[src/rtl/uart_rx.sv]
// ---------------------------------------------------------------------------
// uart_rx
//
// 8N1 serial receiver, LSB first. The raw line is brought into the clk domain
// through a two-flop synchronizer. A start edge arms a bit-timing counter that
// samples each bit at its midpoint. Completed bytes are presented on a
// data/valid/ready handshake and held until the consumer accepts them.
//
// Parameters:
//   BAUD_DIV     clk cycles per serial bit (>= 4)
//
// Ports:
//   clk          system clock
//   clr          synchronous, active-high reset
//   rx           asynchronous serial line, idle high
//   data[7:0]    received byte, stable while valid is high
//   valid        byte available
//   ready        consumer accepts data when valid && ready at a posedge
//   framing_err  one-cycle pulse: stop bit sampled low
//   overrun      one-cycle pulse: byte completed while previous one unaccepted
// ---------------------------------------------------------------------------
module uart_rx #(
   parameter int BAUD_DIV = 217
) (
   input  logic       clk,
   input  logic       clr,
   input  logic       rx,
   output logic [7:0] data,
   output logic       valid,
   input  logic       ready,
   output logic       framing_err,
   output logic       overrun
);

   localparam int HALF = BAUD_DIV / 2;
   localparam int CW   = $clog2(BAUD_DIV);

   typedef enum logic [2:0] {
      IDLE,
      START,
      DATA,
      STOP,
      WAIT_HIGH
   } state_t;

   state_t          state, state_nxt;
   logic [CW-1:0]   cnt, cnt_nxt;
   logic [2:0]      bit_idx, bit_idx_nxt;
   logic [7:0]      shreg;
   logic            rx_m, rx_s;
   logic            shift_en;
   logic            load_byte;
   logic            ovr_set;
   logic            ferr_set;

   // ------------------------------------------------------------------------
   // State register
   // ------------------------------------------------------------------------
   // NOTE: sequential state is written with non-blocking assignments so every
   // flop samples the pre-edge values, independent of block ordering.
   always_ff @(posedge clk) begin
      if (clr) begin
         state   <= IDLE;
         cnt     <= '0;
         bit_idx <= '0;
      end else begin
         state   <= state_nxt;
         cnt     <= cnt_nxt;
         bit_idx <= bit_idx_nxt;
      end
   end

   // ------------------------------------------------------------------------
   // Next-state logic. The counter runs free while a frame is in progress and
   // wraps to 0 on every sample, so START waits HALF cycles from the edge and
   // every later bit waits a full BAUD_DIV.
   // ------------------------------------------------------------------------
   // NOTE: every output of this block gets a default first; a path that left
   // one unassigned would infer a latch.
   always_comb begin
      state_nxt   = state;
      cnt_nxt     = cnt + 1'b1;
      bit_idx_nxt = bit_idx;
      shift_en    = 1'b0;
      load_byte   = 1'b0;
      ovr_set     = 1'b0;
      ferr_set    = 1'b0;

      case (state)
         IDLE: begin
            cnt_nxt = '0;
            if (!rx_s) begin
               state_nxt   = START;
               bit_idx_nxt = '0;
            end
         end

         START: begin
            if (cnt == CW'(HALF - 1)) begin
               cnt_nxt = '0;
               if (!rx_s) begin
                  state_nxt   = DATA;
                  bit_idx_nxt = '0;
               end else begin
                  // Line went back high before mid-start: a glitch, not a frame.
                  state_nxt = IDLE;
               end
            end
         end

         DATA: begin
            if (cnt == CW'(BAUD_DIV - 1)) begin
               cnt_nxt     = '0;
               shift_en    = 1'b1;
               bit_idx_nxt = bit_idx + 3'd1;
               if (bit_idx == 3'd7) state_nxt = STOP;
            end
         end

         STOP: begin
            if (cnt == CW'(BAUD_DIV - 1)) begin
               cnt_nxt = '0;
               if (rx_s) begin
                  // A byte accepted in this same cycle frees the holding slot.
                  if (!valid || ready) load_byte = 1'b1;
                  else                 ovr_set   = 1'b1;
                  // Re-entering IDLE at mid-stop leaves HALF cycles of margin
                  // before a back-to-back start edge can arrive.
                  state_nxt = IDLE;
               end else begin
                  ferr_set  = 1'b1;
                  state_nxt = WAIT_HIGH;
               end
            end
         end

         WAIT_HIGH: begin
            // A break or stuck-low line must not be read as start bits.
            cnt_nxt = '0;
            if (rx_s) state_nxt = IDLE;
         end

         default: begin
            state_nxt = IDLE;
            cnt_nxt   = '0;
         end
      endcase
   end

   // ------------------------------------------------------------------------
   // Synchronizer, shift register and output holding register
   // ------------------------------------------------------------------------
   // NOTE: everything here is reset, including the shift register; it is only
   // a handful of flops and a known value keeps data=0 after clr.
   always_ff @(posedge clk) begin
      if (clr) begin
         rx_m        <= 1'b1;
         rx_s        <= 1'b1;
         shreg       <= '0;
         data        <= '0;
         valid       <= 1'b0;
         framing_err <= 1'b0;
         overrun     <= 1'b0;
      end else begin
         rx_m        <= rx;
         rx_s        <= rx_m;
         framing_err <= ferr_set;
         overrun     <= ovr_set;

         if (shift_en) shreg <= {rx_s, shreg[7:1]};

         if (load_byte) begin
            data  <= shreg;
            valid <= 1'b1;
         end else if (valid && ready) begin
            valid <= 1'b0;
         end
      end
   end

endmodule

[config.mk]
export PLATFORM = sky130hd
export DESIGN_NAME = uart_rx
export DESIGN_NICKNAME = d
export VERILOG_FILES = /design/src/rtl/uart_rx.sv
export SDC_FILE = /design/constraint.sdc
export NUM_CORES = 1
export LEC_CHECK = 0
export CORE_ASPECT_RATIO = 1.1
export CORE_UTILIZATION = 32
export DETAILED_ROUTE_END_ITERATION = 16
export PLACE_DENSITY = 0.61
export SLEW_MARGIN = 10
export SYNTH_ARGS = -nofsm -noshare
export SYNTH_HDL_FRONTEND = slang
export SYNTH_SLANG_ARGS = --single-unit
[constraint.sdc]
create_clock -name clk -period 1.7 [get_ports clk]
set_input_delay 0.34 -clock clk [delete_from_list [all_inputs] [get_ports clk]]
set_output_delay 0.34 -clock clk [all_outputs]
set_load 0.01 [all_outputs]
==> out/results.ini <==
[status]
status=finished clean

[placed_design]
gp_routability_congestion=0.7786
numPlacedInstances=239
placed_area_um2=1899
place_hpwl_mm=2.125
port_buffers=14

[worst_setup_path]
reg2reg_slack_ps=50
worstSetupPathType=reg -> reg
critical_path.max_stage_delay_ps=430
cp_max_fo=4
cp_cell_sequence=inv_2 -> ha_4 -> and4bb_2 -> a41oi_2 -> or3_4 -> o41ai_2
worstSetupStartpoint=cnt[0]
timing.rr.end=bit_idx[1]
worstReg2RegStart=cnt[0]
endpoint=bit_idx[1]
arrival_ps=1840
cp-start-kind=flip-flop
crit_family=simple AND/OR/NAND/NOR gates
cp.required_ps=1880
worstSetupPathDepth=6
crit_path_top_delay_cell=or3_4
rr_worst_depth=6
end_kind=flip-flop
cp_num_buf_inv=1

[route]
wire_per_inst_um=12.43
vias_per_cell=4.898
drtPass1Iterations=4
drtAntennaViolNets=0
drtIter0Drc=40
totalWireLength_mm=3.045
route.detailed.drc=0
vias=1200

[yosys]
netlist_area_um2=1529
synth.net_count=166
ys_seq_area_share_pct=45.83
yosysUniqueCellTypes=40
syn_avg_cell_area_um2=9.677
synth-seq-cells=35
yosysWarningCount=0
synthCells=158

[global_routing]
busiest_layer=met2
grt_use_met2_pct=21.23
grt_overflow_total=0
grt_pass1_vias=1140
grt_pass1_wl_mm=5.181
grt_max_degree=27
use_met1_pct=18.40
gr-usage-all-layers_pct=13.67
met3_usage_pct=2.761
antenna_found_initial=0

[sta]
maxSlewViolCount=0
grt_setup_unrepaired=true
slew_headroom_pct=69.29
worstMarginPinSlew_ps=454.8
fin_crit_ps=1654
timing.fmax_mhz=604.6
fin_setup_tns_ps=0
holdWs_ps=413.2
setup_viol=0
finalHoldViolCount=0
period_share_pct=97.29
finClkSkew_ps=5.753

[power_and_ir_drop]
p_total_uw=1458
peakVddDrop_mv=0.5961
p_per_area_nw_per_um2=716.7
p_leak_uw=0.0007774

[worst_hold_path]
hp-start=rx_m
min_path_type=reg -> reg

[cts]
cts_tree=built
clock_latency_ps=280
cts_htree_levels=2
cts_sinks=35
cts_inserted_buffers=5
postCtsSetupBuffers=0
clk_pin_slew_ps=70
clockBufferDepth=2
cts-root-buf=clkbuf_8

[finish]
layout_commonest_cell=dfxtp_1
layout-area-overhead-vs-synth_pct=33.06
fin_cells=245
most-common-layout-cells=dfxtp_1 (33), nor2_1 (26), mux2i_1 (17)
final_cell_area_um2=2034
fin_nets=198
layout-drive-gt1-share_pct=23.28
insertedDiodeCount=0

[floorplan]
start_util_pct=33.10
core_region_area_um2=4619
ios=15
die_area_um2=5059
std_cell_rows=26
die_y_um=74.50
dieWidth_um=67.91

[run]
cap_violations=0

worst min-delay path by stage:
| stage | endpoint | slack (ps) | depth (start not counted) |
|---|---|---|---|
| 3_5_place_dp | rx_s | 400 | 1 |
| 5_1_grt | rx_s | 440 | 1 |
| 3_3_place_gp | rx_s | 390 | 1 |
| 4_1_cts | rx_s | 420 | 1 |
| 6_report | rx_s | 410 | 1 |
| 2_1_floorplan | rx_s | 390 | 1 |
metal layers:
layer  share of wire [%]  vias to the layer above
li1                    -                      619
met1                  50                      562
met2                  47                       15
met3                 2.6                        4
met4                 1.0                        0
met5                   0                        -
where the power goes:
| part | internal [uW] | switching [uW] |
|---|---|---|
| combinational | 38.3 | 36.6 |
| clock | 272 | 286 |
| sequential | 822 | 3.48 |
sequential cells by signal, indices dropped and copies added (netlist names):
register and count:
framing_err 1, cnt 8, valid 1, overrun 1, rx_m 1, rx_s 1, shreg 8, state 3
bit_idx 3, data 8
per-stage QoR:
| step | setup WS (ps) | util, % |
|---|---|---|
| after floorplan | 24.29 | - |
| after global placement | 32.31 | 41.12 |
| after detailed placement | -13.31 | 41.12 |
| after CTS | -34.04 | 42.77 |
| after global routing | -37.32 | 44.04 |
| final | 46.05 | 44.04 |
synth_stat cells, drive strengths merged:
library cell / instances / area, um^2
dfxtp: 35 / 700.7
nor2: 26 / 97.59
mux2i: 17 / 170.2
inv: 7 / 26.28
nand2b: 6 / 45.04
a21oi: 5 / 25.02
buf: 5 / 23.77
or3: 5 / 36.28
ha: 4 / 50.05
nand2: 4 / 17.52
clkbuf: 3 / 11.26
nand3: 3 / 15.01
nor3: 3 / 26.28
o21ai: 3 / 15.01
o311ai: 3 / 26.28
o41ai: 3 / 26.28
xnor2: 3 / 26.28
nand4: 2 / 12.51
nor2b: 2 / 12.51
o221ai: 2 / 17.52
or2: 2 / 12.51
xor2: 2 / 17.52
a41oi: 1 / 8.760
and3: 1 / 6.260
and4b: 1 / 10.01
and4bb: 1 / 12.51
mux2: 1 / 11.26
nand3b: 1 / 7.510
nand4b: 1 / 8.760
nor3b: 1 / 7.510
nor4b: 1 / 8.760
o211ai: 1 / 7.510
o22a: 1 / 8.760
o41a: 1 / 11.26
or3b: 1 / 8.760
final cells by class:
cell class                 count  area (um^2)
clock inverter                 1        7.507
tap                           56        70.07
clock buffer                   5        68.82
multi-input combinational    108        835.8
fill                         468         2585
sequential                    35        705.7
timing repair buffer          33        320.3
inverter                       7        26.28
cells by family (layout without fill, tap and decap cells):
| group | after synthesis | after routing | share of synthesized area (%) |
|---|---|---|---|
| buffers and inverters | 15 | 46 | 4.010 |
| multiplexers | 18 | 18 | 11.87 |
| XOR/XNOR | 5 | 5 | 2.865 |
| adder cells (fa/ha/maj) | 4 | 4 | 3.273 |
| AND/OR/NAND/NOR | 61 | 61 | 22.59 |
| AO/OA/AOI/OAI | 20 | 20 | 9.575 |
| flip-flops | 35 | 35 | 45.83 |
what timing repair did:
action / in CTS / in global routing
hold buffers: 0 / 0
resized for setup: 0 / 13
endpoints found under the setup margin: 2 / 4
pin swaps: 0 / 4
No activity file was read; power rests on OpenSTA's default activity.
